## src/rtl/video_src_switch.sv

```systemverilog
// Frame-synchronous switch: shares one AXI4-Stream video output among NSRC
// pattern sources, enabling only the selected one and switching on frame boundaries.
module video_src_switch #(
   parameter  int DATAW = 32,
   parameter  int NSRC  = 2,
   parameter  int LINES = 1080,
   localparam int SELW  = $clog2(NSRC)
) (
   input  logic                  clk,
   input  logic                  rst,
   input  logic                  run,
   input  logic [SELW-1:0]       sel_req,
   output logic [NSRC-1:0]       src_en,
   input  logic [NSRC*DATAW-1:0] s_axis_tdata,
   input  logic [NSRC-1:0]       s_axis_tvalid,
   input  logic [NSRC-1:0]       s_axis_tuser,
   input  logic [NSRC-1:0]       s_axis_tlast,
   output logic [NSRC-1:0]       s_axis_tready,
   output logic [DATAW-1:0]      m_axis_tdata,
   output logic                  m_axis_tvalid,
   input  logic                  m_axis_tready,
   output logic                  m_axis_tuser,
   output logic                  m_axis_tlast,
   output logic [SELW-1:0]       sel_cur,
   output logic [15:0]           frame_cnt,
   output logic                  sof_err
);

   localparam int LCW = (LINES > 1) ? $clog2(LINES) : 1;

   typedef enum logic [2:0] {
      IDLE,
      ENABLE,
      WAIT_SOF,
      PASS,
      DRAIN
   } state_t;

   state_t           state_q, state_d;
   logic [SELW-1:0]  sel_cur_q, sel_cur_d;
   logic [LCW-1:0]   line_cnt_q, line_cnt_d;
   logic             mid_line_q, mid_line_d;
   logic [15:0]      frame_cnt_q, frame_cnt_d;
   logic             sof_err_q, sof_err_d;
   logic             drain_idle_q, drain_idle_d;

   logic             sel_ok;
   logic [DATAW-1:0] sel_tdata;
   logic             sel_tvalid, sel_tuser, sel_tlast;
   logic             accept, resync;
   logic [LCW-1:0]   line_base;

   assign sel_ok     = (int'(sel_req) < NSRC);
   assign sel_tdata  = s_axis_tdata[int'(sel_cur_q)*DATAW +: DATAW];
   assign sel_tvalid = s_axis_tvalid[sel_cur_q];
   assign sel_tuser  = s_axis_tuser[sel_cur_q];
   assign sel_tlast  = s_axis_tlast[sel_cur_q];

   // NOTE: every signal driven here gets a default first, so no path can infer a latch.
   always_comb begin
      state_d       = state_q;
      sel_cur_d     = sel_cur_q;
      line_cnt_d    = line_cnt_q;
      mid_line_d    = mid_line_q;
      frame_cnt_d   = frame_cnt_q;
      drain_idle_d  = drain_idle_q;
      sof_err_d     = 1'b0;
      src_en        = '0;
      s_axis_tready = '0;
      m_axis_tdata  = '0;
      m_axis_tvalid = 1'b0;
      m_axis_tuser  = 1'b0;
      m_axis_tlast  = 1'b0;
      accept        = 1'b0;
      resync        = 1'b0;
      line_base     = line_cnt_q;

      case (state_q)
         IDLE: begin
            if (run && sel_ok) begin
               sel_cur_d = sel_req;
               state_d   = ENABLE;
            end
         end
         ENABLE: begin
            src_en[sel_cur_q] = 1'b1;
            if (!run) begin
               state_d      = DRAIN;
               drain_idle_d = 1'b1;
            end else begin
               state_d = WAIT_SOF;
            end
         end
         WAIT_SOF: begin
            // Discard leftover beats; the SOF beat is held for PASS to forward.
            src_en[sel_cur_q]        = 1'b1;
            s_axis_tready[sel_cur_q] = ~sel_tuser;
            if (!run) begin
               state_d      = DRAIN;
               drain_idle_d = 1'b1;
            end else if (sel_tvalid && sel_tuser) begin
               state_d = PASS;
            end
         end
         PASS: begin
            src_en[sel_cur_q]        = 1'b1;
            s_axis_tready[sel_cur_q] = m_axis_tready;
            m_axis_tdata             = sel_tdata;
            m_axis_tvalid            = sel_tvalid;
            m_axis_tuser             = sel_tuser;
            m_axis_tlast             = sel_tlast;
            accept                   = sel_tvalid && m_axis_tready;
            if (accept) begin
               resync    = sel_tuser && ((line_cnt_q != '0) || mid_line_q);
               sof_err_d = resync;
               line_base = resync ? '0 : line_cnt_q;
               if (sel_tlast) begin
                  mid_line_d = 1'b0;
                  if (line_base == LCW'(LINES - 1)) begin
                     line_cnt_d  = '0;
                     frame_cnt_d = frame_cnt_q + 16'd1;
                     if (!run) begin
                        state_d      = DRAIN;
                        drain_idle_d = 1'b1;
                     end else if (sel_ok && (sel_req != sel_cur_q)) begin
                        state_d      = DRAIN;
                        drain_idle_d = 1'b0;
                        sel_cur_d    = sel_req;
                     end
                  end else begin
                     line_cnt_d = line_base + LCW'(1);
                  end
               end else begin
                  mid_line_d = 1'b1;
                  line_cnt_d = line_base;
               end
            end
         end
         DRAIN: begin
            // One cycle with every enable low restarts the sources' pattern counters.
            state_d = drain_idle_q ? IDLE : ENABLE;
         end
         default: state_d = IDLE;
      endcase
   end

   // NOTE: state registers use non-blocking assignments so all flops update together at the edge.
   always_ff @(posedge clk) begin
      if (rst) begin
         state_q      <= IDLE;
         sel_cur_q    <= '0;
         line_cnt_q   <= '0;
         mid_line_q   <= 1'b0;
         frame_cnt_q  <= '0;
         sof_err_q    <= 1'b0;
         drain_idle_q <= 1'b0;
      end else begin
         state_q      <= state_d;
         sel_cur_q    <= sel_cur_d;
         line_cnt_q   <= line_cnt_d;
         mid_line_q   <= mid_line_d;
         frame_cnt_q  <= frame_cnt_d;
         sof_err_q    <= sof_err_d;
         drain_idle_q <= drain_idle_d;
      end
   end

   assign sel_cur   = sel_cur_q;
   assign frame_cnt = frame_cnt_q;
   assign sof_err   = sof_err_q;

endmodule

```

## config.mk

```make
export PLATFORM = sky130hd
export DESIGN_NAME = video_src_switch
export DESIGN_NICKNAME = d
export VERILOG_FILES = /design/src/rtl/video_src_switch.sv
export SDC_FILE = /design/constraint.sdc
export NUM_CORES = 1
export LEC_CHECK = 0
export BUFFER_PORTS_ARGS = -buffer_cell sky130_fd_sc_hd__buf_4
export CAP_MARGIN = 5
export CORE_MARGIN = 5
export CORE_UTILIZATION = 35
export CTS_CLUSTER_SIZE = 16
export DETAILED_ROUTE_END_ITERATION = 8
export SYNTH_ARGS = -nofsm -noshare
export SYNTH_HDL_FRONTEND = slang
export SYNTH_SLANG_ARGS = --single-unit
```

## constraint.sdc

```tcl
create_clock -name clk -period 4.7 [get_ports clk]
set_input_delay 0.94 -clock clk [delete_from_list [all_inputs] [get_ports clk]]
set_output_delay 0.94 -clock clk [all_outputs]
set_load 0.005 [all_outputs]
```

After elaboration in Yosys (flattened, before gate mapping)
Cells that the tools add are included.
{"block": "classes", "n_addsub": 2, "n_lt_le_gt_ge": 2, "n_eq_ne": 15, "shifts": 1, "muxes": 43, "bitwise": 5, "n_reduce_logical": 17}
{"op": "64-bit by 7-bit indexed part select with 32-bit output", "n": 1}
{"op": "11-bit 2-to-1 mux", "n": 3}
{"op": "32-bit 2-to-1 mux", "n": 1}
{"op": "3-bit 2-to-1 mux", "n": 9}
{"op": "1-bit 2-to-1 mux", "n": 24}
{"op": "16-bit by 1-bit adder with 16-bit output, second input constant", "n": 1}
{"op": "3-bit one-hot mux with 5 select lines", "n": 1}
{"op": "2-bit inequality test, second input constant", "n": 7}
{"op": "6-bit AND reduction", "n": 2}
{"op": "11-bit by 1-bit adder with 11-bit output, second input constant", "n": 1}
{"op": "11-bit == test, second input constant", "n": 1}
{"op": "11-bit nonzero test", "n": 1}
{"op": "7-bit AND reduction", "n": 1}
{"op": "3-bit by 2-bit == test with 1-bit output, second input constant", "n": 2}
{"op": "3-bit inequality test, second input constant", "n": 2}
{"op": "3-bit OR reduction", "n": 2}
{"op": "2-bit bitwise AND", "n": 2}
{"op": "1-bit logical AND", "n": 4}
{"op": "1-bit one-hot mux with 2 select lines", "n": 2}
{"op": "2-bit one-hot mux with 2 select lines", "n": 1}
{"op": "4-bit AND reduction", "n": 1}
{"op": "2-bit nonzero test", "n": 2}
{"op": "3-bit by 1-bit == test with 1-bit output, second input constant", "n": 1}
{"op": "3-bit == test, second input constant", "n": 1}
{"op": "10 further kinds", "n": 12}
{"block": "word_totals", "regBits": 34, "input_bits": 75, "out_inout_bits": 57}

Longest topological paths before layout
{"block": "depth", "ltp_word": 9, "mapped_depth": 11, "depth_no_buf": 8}

Least setup slack after synthesis
No wires, ideal clock.
{"block": "synth_timing", "path_kind": "input -> register", "startpoint": "input port s_axis_tuser[1]", "endpoint": "register frame_cnt_q[13] (netlist: frame_cnt[13])", "arrival_ps": 3133, "path_slack_ps": 1497, "path_stages": 9, "path_buffers": 1, "cell_sequence": "mux2i_1 -> and2_1 -> ha_1 -> nand3_1 -> nor4_4 -> nand4_2 -> buf_6 -> or4_1 -> a21oi_1"}
{"block": "synth_via", "elab_chain_cells": 6}
{"element": "from (decl)", "line": "16", "text": "input logic [NSRC-1:0] s_axis_tuser,"}
{"element": "1-bit 2-to-1 mux (implied by the code) (2 in series)", "line": "56", "text": "assign sel_tuser = s_axis_tuser[sel_cur_q];"}
{"element": "1-bit logical AND", "line": "114", "text": "resync = sel_tuser && ((line_cnt_q != '0) || mid_line_q);"}
{"element": "11-bit 2-to-1 mux", "line": "116", "text": "line_base = resync ? '0 : line_cnt_q;"}
{"element": "11-bit == test", "line": "119", "text": "if (line_base == LCW'(LINES - 1)) begin"}
{"element": "4-bit AND reduction (no source line)"}
{"element": "to (signal assigned)", "line": "162", "text": "frame_cnt_q <= frame_cnt_d;"}
{"element": "to (decl)", "line": "43", "text": "logic [15:0] frame_cnt_q, frame_cnt_d;"}
Every way passes these cells. The select of a mux whose other input is x is not followed.
A chain may end at the register's enable or synchronous reset.

Final worst setup path
{"block": "layout_timing", "startpoint": "input port s_axis_tuser[1]", "endpoint": "register frame_cnt_q[6] (netlist: frame_cnt[6])"}
The elaborated chain is that of the path after synthesis.

==> metrics.cfg <==
[outcome]
status=complete, no violations

[final_layout]
drive_gt1_share_pct=33.9
diodes=0
nFillCells=669
fin_nets=521
instances_no_fill=541
syn_to_final_growth_pct=44.4

[yosys]
async_flop_share_pct=0
yosysWarnings=0
synth_top_cell_by_area=dfxtp_1
synth_edf_count=0
synthesis.nets=405
syn_area_per_cell_sq_um=7.62
ys_seq_area_share_pct=27.2
synth_area_sq_mm=0.00250
synth_cell_types=50
ys.flop_type=dfxtp_1
synth_top_area_share_pct=27.2
netlist_instances=328
synthTopCellsByArea=dfxtp_1, mux2i_1, nor2_1
ys_ff_latch=34

[timing]
finalSetupViolCount=0
tightestPinTransition_ps=761
tns_ps=0
min_period_ps=3740
slew_viol_final=0
fin_hold_ws_ps=482
fin_crit_sh_pct=79.5
finClkSkew_ps=5.28
hold_viol=0
max_freq_ghz=0.268
rsz0062_at_grt=no
slew_headroom_pct=49.1

[floorplan]
io_pins=132
coreArea_sq_mm=0.00687
die_w_um=94.5
start_util_pct=36.4
num_rows=30
dieArea_sq_mm=0.00893
die_h_um=94.5

[cts]
insertion_delay_ps=290
cts_setup_buffers=0
h-tree-depth=2
holdBufCountCts=0
cts-root-buf=clkbuf_8
cts_tree=built
cts_inserted_buffers=5
cts_max_path_buffers=2
cts_resized=0
cts.sinks=34
path_clk_slew_ps=70

[drt]
vias=2860
drt_iter0_markers=89
detail-route-antenna-nets=0
wl_mm=8.30
drt_pass1_iterations=4
drc=0
wl_per_cell_um=15.3
drt-vias-per-instance=5.29

[critical_path]
critical_path_buf_inv_count=1
slowest_stage=or4_1
r2r-start=sel_cur
critPathTopFamily=simple AND/OR/NAND/NOR gates
cp.required_ps=4920
cp-start-kind=input port
reg2reg_to=frame_cnt[6]
slowest_delay_ps=660
path_class=input port to flop
r2r_cells=8
crit_path_max_fanout=24
rrSetupSlack_ps=1340
crit_path_end_kind=flop
arrival_ps=3960
critical_path.cell_chain=buf_4 -> mux2i_1 -> and2_1 -> ha_1 -> nand3_1 -> nor4_4 -> nand4_2 -> or4_1 -> a21oi_1

[pwr]
p_leak_nw=1.49
power_per_cell_area_mw_per_mm2=187
ir_worst_vdd_uv=73.2

[worst_hold_path]
hold_start=drain_idle_q
min_path_cells=2
min_to=drain_idle_q
hp-class=flop to flop

[place]
port_buffers=131
dpl.hpwl_mm=6.34
gp_congestion=0.850
post-place-cells=533

[global_route]
grt_max_degree=47
overflow=0
grt_pass1_wl_mm=13.2
grt_usage_pct=18.3
grt_antenna_before_repair=0
grt_pass1_vias=2676

[flow_run]
max_cap_violations=0

[cell type report]
class	instances	area, sq um	share of cell area [%]
repair buffers	133	998	27.7
well taps	96	120	3.33
multi-input cells	266	1700	47.1
inverters	4	15.0	0.416
flip-flops and latches	34	682	18.9
clock buffers	6	82.6	2.29
clock inverters	2	12.5	0.347
[through the flow]
step           area [sq um]  setup slack [ps]  utilization (%)  power (mW)
2_1_floorplan          2500              1500                -       0.380
3_3_place_gp           3510               816             51.2       0.449
3_5_place_dp           3510               675             51.2       0.450
4_1_cts                3610               987             52.6       0.685
5_1_grt                3610               719             52.6       0.710
6_report               3610               964             52.6       0.675
[kinds of logic (layout without fill, tap and decap cells)]
family	after synthesis	count (layout)	synth area share [%]
XOR/XNOR	2	2	0.701
buffers and inverters	28	145	4.80
AO/OA/AOI/OAI	64	64	16.5
flip-flops	34	34	27.2
multiplexers	38	38	15.4
adder cells (fa/ha/maj)	2	2	1.00
AND/OR/NAND/NOR	160	160	34.4
[power breakdown]
part           total [mW]  switching (mW)  internal, mW
combinational       0.145          0.0626        0.0821
sequential          0.299         0.00681         0.292
clock               0.232           0.114         0.118
[sequential cells by signal, summed over array words and instances, names as in the netlist]
signal        count
drain_idle_q      1
frame_cnt        16
line_cnt_q       11
mid_line_q        1
sel_cur           1
sof_err           1
state_q           3
[worst max-delay path by stage]
stage	slack [ps]	endpoint	from	depth (start not counted)
after floorplan	1500	frame_cnt[13]	s_axis_tuser[1]	9
after global placement	820	frame_cnt[14]	s_axis_tuser[1]	9
after detailed placement	670	frame_cnt[5]	s_axis_tuser[1]	9
after CTS	990	frame_cnt[5]	s_axis_tuser[1]	9
after global routing	720	frame_cnt[12]	s_axis_tuser[1]	9
final	960	frame_cnt[6]	s_axis_tuser[1]	9
[layout by cell type, fill, tap and decap left out, drive strengths merged, types with 4 or more instances in the layout]
cell    instances
clkbuf          6
and3            6
inv             4
dfxtp          34
or3            12
nor3            6
and2            5
o21ai           8
nor2           46
buf           133
mux2i          35
or4            14
a31oi           4
o31ai           9
nand3          23
a21oi          23
nand4           8
nand2          21
nor2b           4
[Yosys cell counts, types with 2 or more instances]
cell type and instances:
ha_1 2, mux2i_1 35, nand4_1 7, a21boi_0 2, a21o_1 3, a31oi_1 4, nand2_1 21, o21ai_0 8
nor4_1 2, nor3_1 6, buf_1 6, xor2_1 2, mux2_2 3, nor2b_1 4, nand3_1 23, a211oi_1 2
buf_6 2, o211ai_1 2, or4_1 13, inv_1 4, nor2_1 46, and3_1 6, nand3b_1 3, o31ai_1 9
nor3b_1 3, a21oi_1 23, or3_1 12, and2_1 5, clkbuf_1 16, dfxtp_1 34
[routing by layer]
layer	wire length, um	up-vias	global-route usage, %
li1	-	1450	-
met1	3390	1313	21.4
met2	4150	91	32.1
met3	682	6	6.61
met4	79	0	3.97
met5	0	-	0
[worst register-to-register path, cell delays in order (launching register included)]
cell and delay [ps]:
dfxtp_2 340, mux2i_1 550, and2_1 220, ha_1 180, nand3_1 170, nor4_4 480
nand4_2 530, or4_1 670, a21oi_1 150
Power figures use the tool's default switching activity.
